[config.mk]
export PLATFORM = sky130hd
export DESIGN_NAME = trap_sequencer
export DESIGN_NICKNAME = d
export VERILOG_FILES = /design/src/rtl/trap_pkg.sv /design/src/rtl/trap_sequencer.sv
export SDC_FILE = /design/constraint.sdc
export NUM_CORES = 1
export LEC_CHECK = 0
export ABC_AREA = 1
export BUFFER_PORTS_ARGS = -buffer_cell sky130_fd_sc_hd__buf_4
export CAP_MARGIN = 40
export CORE_ASPECT_RATIO = 1.75
export CORE_MARGIN = 1
export CORE_UTILIZATION = 45
export CTS_CLUSTER_DIAMETER = 100
export DETAILED_ROUTE_END_ITERATION = 8
export PLACE_DENSITY = 0.85
export SLEW_MARGIN = 20
export SYNTH_ARGS = -nofsm -noshare
export SYNTH_HDL_FRONTEND = slang
export SYNTH_SLANG_ARGS = --single-unit
export TNS_END_PERCENT = 100
[constraint.sdc]
create_clock -name clk -period 3 [get_ports clk]
set_clock_uncertainty 0.15 [all_clocks]
set_input_delay 0.9 -clock clk [delete_from_list [all_inputs] [get_ports clk]]
set_output_delay 0.9 -clock clk [all_outputs]
set_load 0.02 [all_outputs]
[src/rtl/trap_pkg.sv]
// Shared trap definitions: sequencer states, mcause encodings and small helpers.
// The CSR block imports this package as well.
package trap_pkg;

    typedef enum logic [1:0] {
        RUN    = 2'd0,
        SHADOW = 2'd1,
        SLEEP  = 2'd2
    } trap_state_e;

    localparam logic [31:0] CAUSE_MEI = 32'h8000_000B;
    localparam logic [31:0] CAUSE_MTI = 32'h8000_0007;

    // External interrupt outranks the timer when both are pending.
    function automatic logic [31:0] trap_cause_sel(input logic ext_pending);
        return ext_pending ? CAUSE_MEI : CAUSE_MTI;
    endfunction

    // Direct-mode vector: low two bits of the base are not part of the address.
    function automatic logic [31:0] vector_align(input logic [31:0] base);
        return base & 32'hFFFF_FFFC;
    endfunction

endpackage

[src/rtl/trap_sequencer.sv]
// EXE-stage interrupt/trap sequencer: decides trap, mret or WFI sleep and drives
// PC redirect, pipeline flushes and CSR strobes for the 5-stage RV32 core.
module trap_sequencer
    import trap_pkg::*;
#(
    parameter logic [31:0] RESET_PC = 32'h0000_0000
) (
    input  logic        clk,
    input  logic        rst,
    input  logic        DMA_interrupt,
    input  logic        WDT_timeout,
    input  logic        mstatus_mie,
    input  logic        mie_meie,
    input  logic        mie_mtie,
    input  logic [31:0] mtvec_base,
    input  logic [31:0] mepc,
    input  logic        exe_valid,
    input  logic [31:0] exe_pc,
    input  logic        exe_mret,
    input  logic        exe_wfi,
    input  logic        im_stall,
    input  logic        dm_stall,
    output logic        redirect_valid,
    output logic [31:0] redirect_pc,
    output logic        flush_ifid,
    output logic        flush_idexe,
    output logic        kill_exe,
    output logic        hold_pc,
    output logic        trap_take,
    output logic [31:0] trap_epc,
    output logic [31:0] trap_cause,
    output logic        mret_take,
    output logic        sleeping
);

    trap_state_e state_r;
    trap_state_e next_state_s;
    logic [31:0] wake_pc_r;
    logic [31:0] wake_pc_next_s;

    logic        advance_s;
    logic        pend_ext_s;
    logic        pend_tmr_s;
    logic        pend_s;
    logic        take_s;
    logic [31:0] vector_pc_s;

    assign advance_s   = !im_stall && !dm_stall;
    assign pend_ext_s  = DMA_interrupt & mie_meie;
    assign pend_tmr_s  = WDT_timeout & mie_mtie;
    assign pend_s      = pend_ext_s | pend_tmr_s;
    assign take_s      = pend_s & mstatus_mie;
    assign vector_pc_s = vector_align((mtvec_base == 32'd0) ? RESET_PC : mtvec_base);

    // Sleep status and PC hold; hold persists through stalls and drops on the wake cycle.
    assign sleeping = !rst && (state_r == SLEEP);
    assign hold_pc  = !rst && (state_r == SLEEP) && !(advance_s && pend_s);

    // Per-cycle decision: next state, wake PC latch and all redirect/flush/CSR strobes.
    always_comb begin
        next_state_s   = state_r;
        wake_pc_next_s = wake_pc_r;
        redirect_valid = 1'b0;
        redirect_pc    = 32'd0;
        flush_ifid     = 1'b0;
        flush_idexe    = 1'b0;
        kill_exe       = 1'b0;
        trap_take      = 1'b0;
        trap_epc       = 32'd0;
        trap_cause     = 32'd0;
        mret_take      = 1'b0;
        if (rst || !advance_s) begin
            next_state_s = state_r;
        end else begin
            case (state_r)
                RUN, SHADOW: begin
                    // Interrupts stay masked in SHADOW until one instruction has executed.
                    if (exe_valid && take_s && (state_r == RUN)) begin
                        trap_take      = 1'b1;
                        trap_epc       = exe_pc;
                        trap_cause     = trap_cause_sel(pend_ext_s);
                        kill_exe       = 1'b1;
                        flush_idexe    = 1'b1;
                        flush_ifid     = 1'b1;
                        redirect_valid = 1'b1;
                        redirect_pc    = vector_pc_s;
                        next_state_s   = SHADOW;
                    end else if (exe_valid && exe_mret) begin
                        mret_take      = 1'b1;
                        flush_idexe    = 1'b1;
                        flush_ifid     = 1'b1;
                        redirect_valid = 1'b1;
                        redirect_pc    = mepc;
                        next_state_s   = SHADOW;
                    end else if (exe_valid && exe_wfi) begin
                        flush_idexe    = 1'b1;
                        flush_ifid     = 1'b1;
                        wake_pc_next_s = exe_pc + 32'd4;
                        next_state_s   = SLEEP;
                    end else if (exe_valid) begin
                        next_state_s = RUN;
                    end else begin
                        next_state_s = state_r;
                    end
                end
                SLEEP: begin
                    flush_ifid  = 1'b1;
                    flush_idexe = 1'b1;
                    if (pend_s && mstatus_mie) begin
                        trap_take      = 1'b1;
                        trap_epc       = wake_pc_r;
                        trap_cause     = trap_cause_sel(pend_ext_s);
                        redirect_valid = 1'b1;
                        redirect_pc    = vector_pc_s;
                        next_state_s   = SHADOW;
                    end else if (pend_s) begin
                        redirect_valid = 1'b1;
                        redirect_pc    = wake_pc_r;
                        next_state_s   = RUN;
                    end else begin
                        next_state_s = SLEEP;
                    end
                end
                default: begin
                    next_state_s = RUN;
                end
            endcase
        end
    end

    // State and wake-PC registers.
    always_ff @(posedge clk) begin
        if (rst) begin
            state_r   <= RUN;
            wake_pc_r <= 32'd0;
        end else begin
            state_r   <= next_state_s;
            wake_pc_r <= wake_pc_next_s;
        end
    end

endmodule

# ---- Word-level counts from Yosys, hierarchy flattened
# Cells that the tools add are included.
dict set report word_totals {
  register_bits 34
  elab_cells 76
  in_bits 108
  out_inout_bits 104
}
dict set report classes {
  addsub 1
  bitwise 7
  eq_ne 3
  reduce_logical 20
  n_mux 43
}
# op n
set ops {}
lappend ops {{$mux W32} 12}
lappend ops {{$pmux W32 S2} 3}
lappend ops {{$add A32 B3 Y32 const B} 1}
lappend ops {{$logic_not A32 Y1} 1}
lappend ops {{$mux W1} 17}
lappend ops {{$mux W2} 6}
lappend ops {{$logic_and A1 B1 Y1} 9}
lappend ops {{$pmux W1 S2} 3}
lappend ops {{$logic_not A1 Y1} 5}
lappend ops {{$ne A5 B5 Y1 const B} 1}
lappend ops {{$reduce_and A5 Y1} 1}
lappend ops {{$mux W4} 1}
lappend ops {{$pmux W2 S2} 1}
lappend ops {{$and A1 B1 Y1} 3}
lappend ops {{$not A1 Y1} 3}
lappend ops {{$eq A2 B1 Y1 const B} 1}
lappend ops {{$eq A2 B2 Y1 const B} 1}
lappend ops {{$logic_not A2 Y1} 1}
lappend ops {{$reduce_and A2 Y1} 1}
lappend ops {{$reduce_or A2 Y1} 1}
lappend ops {{$logic_or A1 B1 Y1} 1}
lappend ops {{$or A1 B1 Y1} 1}

# ---- Logic depth before layout (Yosys ltp)
dict set report logic_depth {
  depth_word 8
  depth_mapped 10
  depth_no_buf 10
}

# ---- Worst setup path before layout
# No wires, ideal clock.
dict set report synth_path {
  path_type {input -> output}
  startpoint {input port DMA_interrupt}
  endpoint {output port mret_take}
  required_ps 1950
  path_stages 7
  t_arrival_ps 2170
  n_path_buf 2
  slack_ps -220
  cell_sequence {nand2_1 -> nand2_2 -> nand2_2 -> nor2_4 -> buf_6 -> buf_6 -> nor4_1}
}
dict set report synth_via {
  elab_chain_len 8
}
# item line
set synth_lines {}
lappend synth_lines {{from (decl)} trap_sequencer.sv:10} ;# input logic DMA_interrupt,
lappend synth_lines {{$and A1 B1 Y1} trap_sequencer.sv:49} ;# assign pend_ext_s = DMA_interrupt & mie_meie;
lappend synth_lines {{$or A1 B1 Y1} trap_sequencer.sv:51} ;# assign pend_s = pend_ext_s | pend_tmr_s;
lappend synth_lines {{$and A1 B1 Y1} trap_sequencer.sv:52} ;# assign take_s = pend_s & mstatus_mie;
lappend synth_lines {{$logic_and A1 B1 Y1 (2 in series)} trap_sequencer.sv:78} ;# if (exe_valid && take_s && (state_r == RUN)) begin
lappend synth_lines {{$mux W1} trap_sequencer.sv:78}
lappend synth_lines {{$mux W1} trap_sequencer.sv:75} ;# case (state_r)
lappend synth_lines {{$mux W1} trap_sequencer.sv:72} ;# if (rst || !advance_s) begin
lappend synth_lines {{to (decl)} trap_sequencer.sv:32} ;# output logic mret_take,
# No other way between the ends.

# ---- Worst setup path in the final report
dict set report layout_path {
  startpoint {input port DMA_interrupt}
  endpoint {output port redirect_pc[23]}
}
dict set report layout_via {
  elab_chain_len 8
}
# item line
set layout_lines {}
lappend layout_lines {{$and A1 B1 Y1 (*)} trap_sequencer.sv:49}
lappend layout_lines {{$or A1 B1 Y1 (*)} trap_sequencer.sv:51}
lappend layout_lines {{$and A1 B1 Y1} trap_sequencer.sv:52}
lappend layout_lines {{$logic_and A1 B1 Y1 (2 in series)} trap_sequencer.sv:78}
lappend layout_lines {{$mux W32} trap_sequencer.sv:78}
lappend layout_lines {{$pmux W32 S2 (*)} trap_sequencer.sv:75}
lappend layout_lines {{$mux W32 (*)} trap_sequencer.sv:72}
lappend layout_lines {{to (decl)} trap_sequencer.sv:24} ;# output logic [31:0] redirect_pc,
# Mark *: on every way between the ends. The rest lies on a longest branch, timed or not.

==> out/results.txt <==
final net count - 1059
grt peak-use layer - met2
TritonCTS Buffers - 5
cell count after placement - 1045
commonest non-fill, non-tap cell in the layout - nand2_1
synth warn - 0
Area Growth Syn to Fin - 64.4%
Max rail drop VDD - 0.212 mV
clock transition at the registers of the reported paths - 0.05 ns
post-route setup slack - -0.224 ns
class of the most critical setup path - input port to output port
power density cells - 224 nW/um2
met1 usage - 36.8%
1st-iter DRT viols - 696
clk buf depth - 2
Synth top area share - 21.6%
CP Capture Type - output port
Post-DP Area - 5990 um2
area of the mapped netlist - 4260 um2
max cap viols - 0
switching share of power - 34.6%
core box area - 9150 um2
Layout Cells excl Fill - 1069
Req. time, crit path - 1.95 ns
Int Pwr - 1.03 mW
Critical Path AT - 2.17 ns
largest net degree at the start of global routing - 32
GRT met3 Usage - 5.21%
sequential share of power - 30.4%
Finished Cell Area - 7010 um2
Clock Power Share - 32.3%
outcome - complete, but fails checks
failing checks - negative setup slack
Main synth FF type - dfxtp_1
highest clock rate - 310 MHz
final setup vio count - 73
clk_lat worst skew - 0.28 ns
Clock Sinks - 34
Comb pwr share - 37.3%
die area - 9880 um2
ys async rst share - 0%
hold_ws - 0.374 ns
width of the die - 75.6 um
layout cells sized above 1 - 41.5%
top cell type by total area after synthesis - nand2_1
Synth area leaders - nand2_1, dfxtp_1, nand3_1, nor2_1, buf_4
row cnt - 46
DR pass1 iterations - 5
worst-path maximum fanout - 8
Port-buffer cells - 182
GR Layer Usage met2 - 61.4%
Final Hold Vio Count - 0
post-route ant nets - 0
Slew Limit Fails - 0
height of the die - 131 um
final worst-path cycle share - 107%
initial antenna violation count - 0
hold path depth - 2
global placement routability congestion - 0.911
most frequent cells in the layout - nand2_1, buf_4, inv_1, nor2_1, nand3_1
drc violations - 0
Distinct cells, synth - 40
startpoint types - input port
EDFF count, synth - 0
cells after synthesis - 754
RSZ-0062 raised after global routing - true
first-pass GRT wire length - 26.0 mm
vias in the first global route - 5435
via count - 6299
Min-Delay Path Class - flop to flop
worst r2r path cells - 8
HPWL after detailed placement - 12.1 mm
routed wire length - 19.7 mm
flops & latches, synth - 34
Root Buffer - clkbuf_16
Tmin final - 3.22 ns
antenna cells - 0
Remaining Overflow, GRT - 0
WL per Instance - 18.4 um
CTS tree - done
top-level port count - 212
Initial Util - 46.6%
sequential-to-total area share from yosys stat - 16.0%
Avg Cell Area, Syn - 5.65 um2
Leakage - 3.23 nW
hold buffers post-CTS - 0
H-Tree Depth - 2
total track usage - 34.7%
Psw - 544 uW
via density per instance - 5.89
-- synth_stat cells, drive strengths merged (10+ instances only) --
| master | number |
|---|---|
| o21ai | 19 |
| clkbuf | 10 |
| a21oi | 50 |
| a22oi | 20 |
| nand2 | 252 |
| nor2 | 88 |
| buf | 67 |
| o221ai | 28 |
| nand3 | 71 |
| inv | 77 |
| dfxtp | 34 |
-- power by group through the flow --
stage	registers [mW]	clock network [mW]	logic [mW]
after global placement	0.483	0	0.471
after CTS	0.475	0.507	0.527
final	0.478	0.507	0.587
after floorplan	0.478	0	0.279
after detailed placement	0.482	0	0.475
after global routing	0.478	0.522	0.622
-- logic make-up (layout without fill, tap and decap cells) --
group | count (synthesis) | after routing | share of synthesized area, %
xor+xnor | 12 | 12 | 2.47
compound gates | 122 | 122 | 18.4
other cells | 1 | 27 | 0.0880
flops | 34 | 34 | 16.0
simple gates | 430 | 430 | 44.2
buf+inv | 154 | 323 | 18.5
fa+ha+maj | 1 | 1 | 0.293
-- sequential cells by signal (all words and copies together) (netlist names) --
register / cells
state_r: 2
wake_pc_r: 32
-- worst max-delay path: stages --
cell and delay [ns]:
buf_6 0.07, nand2_4 0.05, nand2_4 0.10, buf_6 0.12
nand4_4 0.13, buf_6 0.18, nand2_1 0.14, nand3_1 0.12
a21oi_2 0.18, buf_4 0.17
-- layer usage --
layer  vias to the layer above  wire, um
met2                       454      9980
met4                         0      1380
met3                       135      1620
li1                       2784         -
met5                         -         0
met1                      2926      6710
-- worst paths after layout --
kind,startpoint,to,slack [ns]
min,wake_pc_r[15]$_SDFFE_PP0P_,wake_pc_r[15]$_SDFFE_PP0P_,0.37
min reg2reg,wake_pc_r[15]$_SDFFE_PP0P_,wake_pc_r[15]$_SDFFE_PP0P_,0.37
max,DMA_interrupt,redirect_pc[23],-0.22
max reg2reg,state_r[1]$_SDFFE_PP0P_,wake_pc_r[26]$_SDFFE_PP0P_,1.16
-- final cells by class --
class	instances	area, um2
clock buffer	6	139
fill	633	2140
inverter	77	292
multi-input combinational	592	3480
sequential	34	681
tap	120	150
timing repair buffer	240	2260
-- metrics by stage --
step                      setup WS (ns)  power [mW]  TNS, ns  util (%)
final                            -0.224        1.57    -8.42      76.6
after global routing             -0.283        1.62   -12.53      76.6
after CTS                        -0.148        1.51    -6.81      73.0
after detailed placement         -0.244       0.958   -12.93      65.5
after global placement           -0.207       0.954   -11.78      65.5
after floorplan                 -0.0511       0.756   -0.153         -
-- what timing repair did --
item | in CTS | in global routing
endpoints found under the setup margin | 71 | 74
buffers inserted | 9 | 4
gates resized for setup | 74 | 65
pin swaps | 24 | 25
gates cloned | 5 | 3
Power figures use the tool's default switching activity.
